==> config.mk <==
export PLATFORM = sky130hd
export DESIGN_NAME = zone_pump_scheduler
export DESIGN_NICKNAME = d
export VERILOG_FILES = /design/src/rtl/zone_pump_scheduler.sv
export SDC_FILE = /design/constraint.sdc
export NUM_CORES = 1
export LEC_CHECK = 0
export CAP_MARGIN = 20
export CORE_ASPECT_RATIO = 1.75
export CORE_MARGIN = 2
export CORE_UTILIZATION = 50
export DETAILED_ROUTE_END_ITERATION = 8
export PLACE_DENSITY = 0.84
export SLEW_MARGIN = 20
export SYNTH_ARGS = -nofsm -noshare
export SYNTH_HDL_FRONTEND = slang
export SYNTH_SLANG_ARGS = --single-unit
==> constraint.sdc <==
create_clock -name clk_50mhz -period 2.4 [get_ports clk_50mhz]
set_input_delay 0.72 -clock clk_50mhz [delete_from_list [all_inputs] [get_ports clk_50mhz]]
set_output_delay 0.72 -clock clk_50mhz [all_outputs]
set_load 0.02 [all_outputs]
==> src/rtl/zone_pump_scheduler.sv <==
`default_nettype none
// +--------------------------------------------------------------------------+
// | Module      : zone_pump_scheduler                                        |
// | Description : Round-robin sharing of one irrigation pump between zones.  |
// |               Each grant runs FILL -> IRRIGATE -> CLEAN, timed by the    |
// |               1 Hz tick.                                                 |
// | Option      : PRIORITY_ZONE0_EN - zone 0 request wins over the RR scan.  |
// | Revision    : 1.0 - initial release                                      |
// +--------------------------------------------------------------------------+
module zone_pump_scheduler #(
    parameter int N_ZONES    = 4,
    parameter int FILL_SECS  = 5,
    parameter int IRR_SECS   = 10,
    parameter int CLEAN_SECS = 3
) (
    input  logic               clk_50mhz,
    input  logic               rst_n,
    input  logic               tick_1hz,
    input  logic               enable,
    input  logic [N_ZONES-1:0] req,
    input  logic               abort,
    output logic [N_ZONES-1:0] grant,
    output logic               pump_on,
    output logic               valve_clean,
    output logic [1:0]         phase,
    output logic [7:0]         secs_left,
    output logic               done
);

    localparam int LW = (N_ZONES > 1) ? $clog2(N_ZONES) : 1;

    localparam logic [7:0]    c_FILL_LEN  = 8'(FILL_SECS);
    localparam logic [7:0]    c_IRR_LEN   = 8'(IRR_SECS);
    localparam logic [7:0]    c_CLEAN_LEN = 8'(CLEAN_SECS);
    localparam logic [LW-1:0] c_LAST_RST  = LW'(N_ZONES - 1);

    typedef enum logic [1:0] {
        c_IDLE  = 2'b00,
        c_FILL  = 2'b01,
        c_IRR   = 2'b10,
        c_CLEAN = 2'b11
    } phase_t;

    phase_t             r_phase_q,  w_phase_d;
    logic [N_ZONES-1:0] r_grant_q,  w_grant_d;
    logic [7:0]         r_secs_q,   w_secs_d;
    logic [LW-1:0]      r_last_q,   w_last_d;
    logic               r_done_q,   w_done_d;
    logic               r_pump_q,   w_pump_d;
    logic               r_clean_q,  w_clean_d;

    logic [LW-1:0]      w_winner;
    logic               w_found;
    logic               w_upd_last;
    logic               w_req_lost;

    // Pick the next zone: first active request after the last winner, wrapping.
    always_comb begin
        int idx;
        idx        = 0;
        w_winner   = '0;
        w_found    = 1'b0;
        w_upd_last = 1'b1;
        for (int i = 1; i <= N_ZONES; i++) begin
            idx = int'(r_last_q) + i;
            if (idx >= N_ZONES) begin
                idx = idx - N_ZONES;
            end
            if (!w_found && req[LW'(idx)]) begin
                w_found  = 1'b1;
                w_winner = LW'(idx);
            end
        end
`ifdef PRIORITY_ZONE0_EN
        // Zone 0 pre-empts the scan and leaves the pointer where it was.
        if (req[0]) begin
            w_winner   = '0;
            w_upd_last = 1'b0;
        end
`else
        w_upd_last = 1'b1;
`endif
    end

    // The run ends early when the granted zone stops requesting or on abort.
    assign w_req_lost = abort || ((req & r_grant_q) == '0);

    // Phase sequencing and countdown; outputs are derived from the next phase.
    always_comb begin
        w_phase_d = r_phase_q;
        w_grant_d = r_grant_q;
        w_secs_d  = r_secs_q;
        w_last_d  = r_last_q;
        w_done_d  = 1'b0;
        case (r_phase_q)
            c_IDLE: begin
                w_grant_d = '0;
                w_secs_d  = 8'd0;
                if (enable && w_found) begin
                    w_phase_d = c_FILL;
                    w_grant_d = {{(N_ZONES-1){1'b0}}, 1'b1} << w_winner;
                    w_secs_d  = c_FILL_LEN;
                    if (w_upd_last) begin
                        w_last_d = w_winner;
                    end
                end
            end
            c_FILL, c_IRR: begin
                if (w_req_lost) begin
                    // Cleaning always follows a pumping phase, even when cut short.
                    w_phase_d = c_CLEAN;
                    w_secs_d  = c_CLEAN_LEN;
                end else if (tick_1hz) begin
                    if (r_secs_q > 8'd1) begin
                        w_secs_d = r_secs_q - 8'd1;
                    end else if (r_phase_q == c_FILL) begin
                        w_phase_d = c_IRR;
                        w_secs_d  = c_IRR_LEN;
                    end else begin
                        w_phase_d = c_CLEAN;
                        w_secs_d  = c_CLEAN_LEN;
                    end
                end
            end
            default: begin
                if (tick_1hz) begin
                    if (r_secs_q > 8'd1) begin
                        w_secs_d = r_secs_q - 8'd1;
                    end else begin
                        w_phase_d = c_IDLE;
                        w_grant_d = '0;
                        w_secs_d  = 8'd0;
                        w_done_d  = 1'b1;
                    end
                end
            end
        endcase
        w_pump_d  = (w_phase_d == c_FILL) || (w_phase_d == c_IRR);
        w_clean_d = (w_phase_d == c_CLEAN);
    end

    // State and registered outputs.
    always_ff @(posedge clk_50mhz or negedge rst_n) begin
        if (!rst_n) begin
            r_phase_q <= c_IDLE;
            r_grant_q <= '0;
            r_secs_q  <= 8'd0;
            r_last_q  <= c_LAST_RST;
            r_done_q  <= 1'b0;
            r_pump_q  <= 1'b0;
            r_clean_q <= 1'b0;
        end else begin
            r_phase_q <= w_phase_d;
            r_grant_q <= w_grant_d;
            r_secs_q  <= w_secs_d;
            r_last_q  <= w_last_d;
            r_done_q  <= w_done_d;
            r_pump_q  <= w_pump_d;
            r_clean_q <= w_clean_d;
        end
    end

    assign grant       = r_grant_q;
    assign pump_on     = r_pump_q;
    assign valve_clean = r_clean_q;
    assign phase       = r_phase_q;
    assign secs_left   = r_secs_q;
    assign done        = r_done_q;

endmodule
`default_nettype wire

==> results.md, run 1 <==
* Htree depth at 1
* Critical path capture point type: flip-flop
* Cell area after synthesis at 0.001212 sq mm
* Antenna-violating nets left at 0
* Initial DRC count at 58
* Gpl congestion at 0.9165
* Worst vdd ir at 927.1 uV
* Syn_area_per_cell at 9.326 sq um
* Initial Util at 0.5266
* Vias per inst at 6.084
* CP delay by family, top: compound AO/OA/AOI/OAI gates
* Worst path slowest cell: o41a_1
* Final hold viol count at 0
* Max-slew violation count at 0
* Metal2 WL at 1.760 mm
* Area of the die at 0.002850 sq mm
* Pleak at 0.7070 nW
* Core area at 0.002302 sq mm
* FFs w/ async S/R, synth at 1.000
* DP Area at 0.001546 sq mm
* Clock Pin Slew Worst Setup and Hold Paths at 0.07 ns
* Most common cell after layout, fill and taps aside: clkdlybuf4s50_1
* Cts bufs inserted at 3
* Power Density at 1592 mW/mm^2
* Routed via count at 1,162
* Post-synth EDFFs at 0
* Post-synthesis sequential area ratio at 0.3942
* Worst-margin pin slew at 0.4544 ns
* Largest net degree at the start of global routing at 20
* Layout cell share with drive strength beyond 1 at 0.1988
* Clk_lat worst skew at 0.27 ns
* Ant. Diodes at 0
* Synth Warn # at 0
* Rows at 23
* Max Used Layer: met4
* Critical Path Max Stage Delay at 0.47 ns
* Routed WL at 3.123 mm
* Commonest non-fill, non-tap cells in the layout: 25 x clkdlybuf4s50_1, 17 x dfrtp_1, 14 x nor2_1
* Slew margin rel. at 0.6970
* Outcome: completed
* Residual DRC at 0
* Wl on met1 at 1.116 mm
* Final Net Count at 182
* Req. time, crit path at 2.56 ns
* First drt pass iteration count at 4
* Die Ht at 69.14 um
* CP Class: in2reg
* Die width at 41.23 um
* CP cell instances: clkdlybuf4s50_1 > o41a_1 > nor2_1 > o21ai_0 > a221oi_2 > ha_1
* WP data arrival at 2.47 ns
* Mapped Cells at 130
* Clock Skews at 0.002630 ns
* Dpl hpwl at 2.370 mm
* WL/cell at 16.35 um
* Number of global-route vias before repair at 1,160
* Minimum clock period at 2.312 ns
* Total congestion overflow at 0
* Buf/Inv on CP at 1
* First-pass GRT wire length at 4.878 mm
* Crit share post-route at 0.9631
* Met3 routed WL at 104 um
* Critical Path Fanout Max at 3
* Max Freq at 432.6 MHz
* Layout area overhead at 31.89%
* Synthesized flop and latch total at 19
* Overall power at 2.545 mW
* Final Cell Area at 0.001599 sq mm
* Min-Delay Path Class: reg2reg
* # clock sinks at 19
* Syn_nets at 145
* Unique masters post-synth at 42
* Initial antenna violation count at 0
* GRT Util Overall at 0.2454
* TritonCTS clock tree: done
* Cts hold-fix bufs at 0
* Clk root buf: clkbuf_8
* Primary FF master, synth: dfrtp_1
* Crit path launch type: input pin
* Clock buffer depth at 2
* Count of final setup violators at 0
* Io pins at 26
* Port bufs at 25
* Max cap viols at 0
registers in the layout (all words and copies together), names as in the netlist:
name and flops:
secs_left 8, pump_on 1, phase 2, valve_clean 1, done 1, grant 4
r_last_q 2
cells in the mapped netlist (2+ instances only):
cell / instances / area share
dfrtp_1: 17 / 0.35
nand2_1: 7 / 0.022
a22o_1: 3 / 0.022
nor4_1: 3 / 0.015
nand2b_1: 5 / 0.026
a221o_2: 3 / 0.028
nor2_1: 14 / 0.043
nor3_1: 4 / 0.017
dfstp_2: 2 / 0.043
nor2b_1: 2 / 0.010
a31oi_1: 2 / 0.010
o21ai_0: 7 / 0.029
a22oi_1: 2 / 0.012
inv_1: 13 / 0.040
o22ai_1: 5 / 0.026
a21oi_1: 10 / 0.041
ha_1: 6 / 0.062
through the flow:
step / TNS (ns) / worst slack, ns / util / hold slack, ns / std cells
after floorplan: 0 / 0.3134 / - / 0.4244 / 130
after global placement: -0.1484 / -0.1355 / 0.6717 / 0.4840 / 187
after detailed placement: -0.3217 / -0.1946 / 0.6717 / 0.4933 / 187
after CTS: 0 / 0.05463 / 0.6929 / 0.5040 / 191
after global routing: -0.001257 / -0.001257 / 0.6946 / 0.5476 / 191
final: 0 / 0.08845 / 0.6946 / 0.5026 / 191
routing by layer:
layer  vias up  global-route usage
li1        545                   -
met1       554              0.2474
met2        49              0.4288
met3        14             0.02572
met4         0              0.1434
met5         -                   0
worst register-to-register path, delay by kind of cell (launching register included):
family / cells / cell delay (ns)
compound gates: 3 / 0.86
fa+ha+maj: 2 / 0.55
flops: 1 / 0.49
buf+inv: 1 / 0.10
simple gates: 1 / 0.09
area by class of cell:
cell class	instances	area [sq um]
flip-flops and latches	19	478.0
clock buffers	3	41.29
fillers	181	703.2
well taps	25	31.28
repair buffers	35	325.3
multi-input cells	95	666.9
inverters	13	48.80
clock inverters	1	7.507
timing repair:
item                       4_1_cts  5_1_grt
gates resized for setup          0        1
buffers inserted                 0        0
setup endpoints to repair        0        1
path summary, 6_finish.rpt:
path | start | to | slack [ns] | depth (start not counted)
hold / removal | r_last_q[0] | r_last_q[0] | 0.50 | 2
setup reg to reg | secs_left[0] | pump_on | 0.19 | 7
hold reg to reg | r_last_q[0] | r_last_q[0] | 0.50 | 2
max in group asynchronous | rst_n | r_last_q[0] | 1.36 | 2
min in group asynchronous | rst_n | secs_left[5] | 0.78 | 2
setup / recovery | req[2] | pump_on | 0.09 | 6
report_power, final:
part | leakage, nW | total, mW | switching, mW | internal, mW
clock network | 0.0217 | 0.238 | 0.120 | 0.118
logic | 0.443 | 1.67 | 0.910 | 0.758
registers | 0.242 | 0.639 | 0.167 | 0.472
total | 0.707 | 2.55 | 1.20 | 1.35
kinds of logic after synthesis:
| family | count (synthesis) | share of synthesized area |
|---|---|---|
| AOI/OAI and AO/OA | 46 | 0.2848 |
| adders and majority gates | 6 | 0.06192 |
| buffers and inverters | 16 | 0.05882 |
| DFF | 19 | 0.3942 |
| muxes | 2 | 0.01754 |
| and+or+nand+nor | 41 | 0.1827 |
(Power assumes the default switching activity.)
==> run 2: changes to the inputs <==
--- a/config.mk
+++ b/config.mk
@@ -8,9 +8,9 @@
 export CAP_MARGIN = 20
 export CORE_ASPECT_RATIO = 1.75
 export CORE_MARGIN = 2
-export CORE_UTILIZATION = 50
+export CORE_UTILIZATION = 40
 export DETAILED_ROUTE_END_ITERATION = 8
-export PLACE_DENSITY = 0.84
+export PLACE_DENSITY = 0.7
 export SLEW_MARGIN = 20
 export SYNTH_ARGS = -nofsm -noshare
 export SYNTH_HDL_FRONTEND = slang
==> run 2 against run 1 <==
Compared with the run above: power shrank 2.8%; final cell count is 1.0% higher; sequential share of layout area up 0.12 points; non-clock buffer count fell by 1; critical endpoint unchanged; largest cell class unchanged.
==> results.md, run 2 (same netlist as run 1, synthesis figures left out) <==
* Cts hold-fix bufs at 0
* Cts bufs inserted at 3
* Routed via count at 1,122
* First drt pass iteration count at 4
* TritonCTS clock tree: done
* R2R Path Start: secs_left[0]
* WL/cell at 14.87 um
* Power Density at 1553 mW/mm^2
* Req. time, crit path at 2.55 ns
* Final hold viol count at 0
* Setup TNS at 0 ns
* Worst vdd ir at 655.5 uV
* Die Ht at 76.83 um
* Hold Path Cell Cnt at 2
* Fin cells at 193
* WP data arrival at 2.45 ns
* Core area at 0.002895 sq mm
* Layout cell share with drive strength beyond 1 at 0.1939
* Outcome: completed
* Number of global-route vias before repair at 1,152
* Residual DRC at 0
* Worst reg-to-reg setup slack at 0.29 ns
* Critical Path Fanout Max at 6
* Rows at 26
* Final Net Count at 181
* Fin util at 0.5501
* Dpl cells at 189
* RSZ-0062 raised after global routing: false
* Htree depth at 1
* Commonest non-fill, non-tap cells in the layout: 25 x clkdlybuf4s50_1, 17 x dfrtp_1, 14 x nor2_1
* GRT Util Overall at 0.1818
* Hold slack at 0.5257 ns
* Max reg flops at 8
* Worst-margin pin slew at 0.5431 ns
* Clk_lat worst skew at 0.26 ns
* Clock Skews at 0.001763 ns
* Overall power at 2.473 mW
* Largest net degree at the start of global routing at 14
* First-pass GRT wire length at 4.830 mm
* Antenna-violating nets left at 0
* Number of post-CTS setup repair buffers at 0
* Worst Hold End: r_last_q[0]
* Crit share post-route at 0.9614
* Minimum clock period at 2.307 ns
* Initial Util at 0.4188
* Clock Pin Slew Worst Setup and Hold Paths at 0.07 ns
* Count of final setup violators at 0
* Worst R2R End: pump_on
* Gpl congestion at 0.9273
* Min-Delay Path Class: reg2reg
* Io pins at 26
* Clock buffer depth at 2
* # clock sinks at 19
* Max Freq at 433.4 MHz
* Area of the die at 0.003505 sq mm
* Pleak at 0.7059 nW
* PostCTS Resize Cnt at 0
* Die width at 45.62 um
* Clk root buf: clkbuf_8
* Dpl hpwl at 2.342 mm
* Ant. Diodes at 0
* Critical path capture point type: flip-flop
* Max-slew violation count at 0
* Total congestion overflow at 0
* Initial DRC count at 32
* Crit path launch type: input pin
* Max cap viols at 0
* Layout area overhead at 31.37%
* Port bufs at 25
* Initial antenna violation count at 0
* Most common cell after layout, fill and taps aside: clkdlybuf4s50_1
* CP Class: in2reg
* Hold Crit Start: r_last_q[0]
* Routed WL at 2.869 mm
* Worst Reg-to-Reg Cells at 7
* Vias per inst at 5.813
* Slew margin rel. at 0.6368
-- run 2: cell types whose count changed in the layout (fill, tap and decap cells not counted), sizes merged --
| cell | previous run | this run |
|---|---|---|
| clkinv | 0 | 1 |
| buf | 10 | 9 |
| clkinvlp | 1 | 0 |
-- run 2: area by class of cell --
cell class / instances / area (sq um)
inverters: 13 / 48.80
fillers: 264 / 1303
flip-flops and latches: 19 / 478.0
multi-input cells: 95 / 666.9
repair buffers: 34 / 317.8
well taps: 28 / 35.03
clock inverters: 1 / 5.005
clock buffers: 3 / 41.29
-- run 2: power by group --
part           switching, mW  internal [mW]  leakage [nW]
Clock                  0.110          0.116        0.0255
Combinational          0.859          0.753         0.439
Sequential             0.163          0.473         0.242
-- run 2: critical path, stage by stage --
cell and delay, ns:
clkdlybuf4s50_1 0.50, a22oi_1 0.27, a21oi_2 0.11, buf_4 0.14, a21o_1 0.16, a221oi_2 0.28
ha_1 0.28
-- run 2: per-layer routing --
layer	global-route usage	vias up	share of wire
met5	0	-	0
met2	0.3352	29	0.57
met4	0.08824	0	0.030
li1	-	547	-
met3	0.02118	9	0.025
met1	0.1834	537	0.37
-- run 2: stage by stage --
step	setup WS (ns)	cell area, sq um
floorplan	0.3134	1212
global placement	-0.1866	1543
detailed placement	-0.2150	1543
CTS	0.02231	1589
global route	0.03448	1593
finish	0.09272	1593
-- run 2: worst max-delay path by stage --
stage / from / to / slack, ns / cells past startpoint
after detailed placement: req[3] / pump_on / -0.21 / 6
after global routing: req[3] / pump_on / 0.03 / 7
after floorplan: secs_left[0] / pump_on / 0.31 / 7
final: req[3] / pump_on / 0.09 / 7
after global placement: req[3] / pump_on / -0.19 / 6
after CTS: req[3] / pump_on / 0.02 / 6
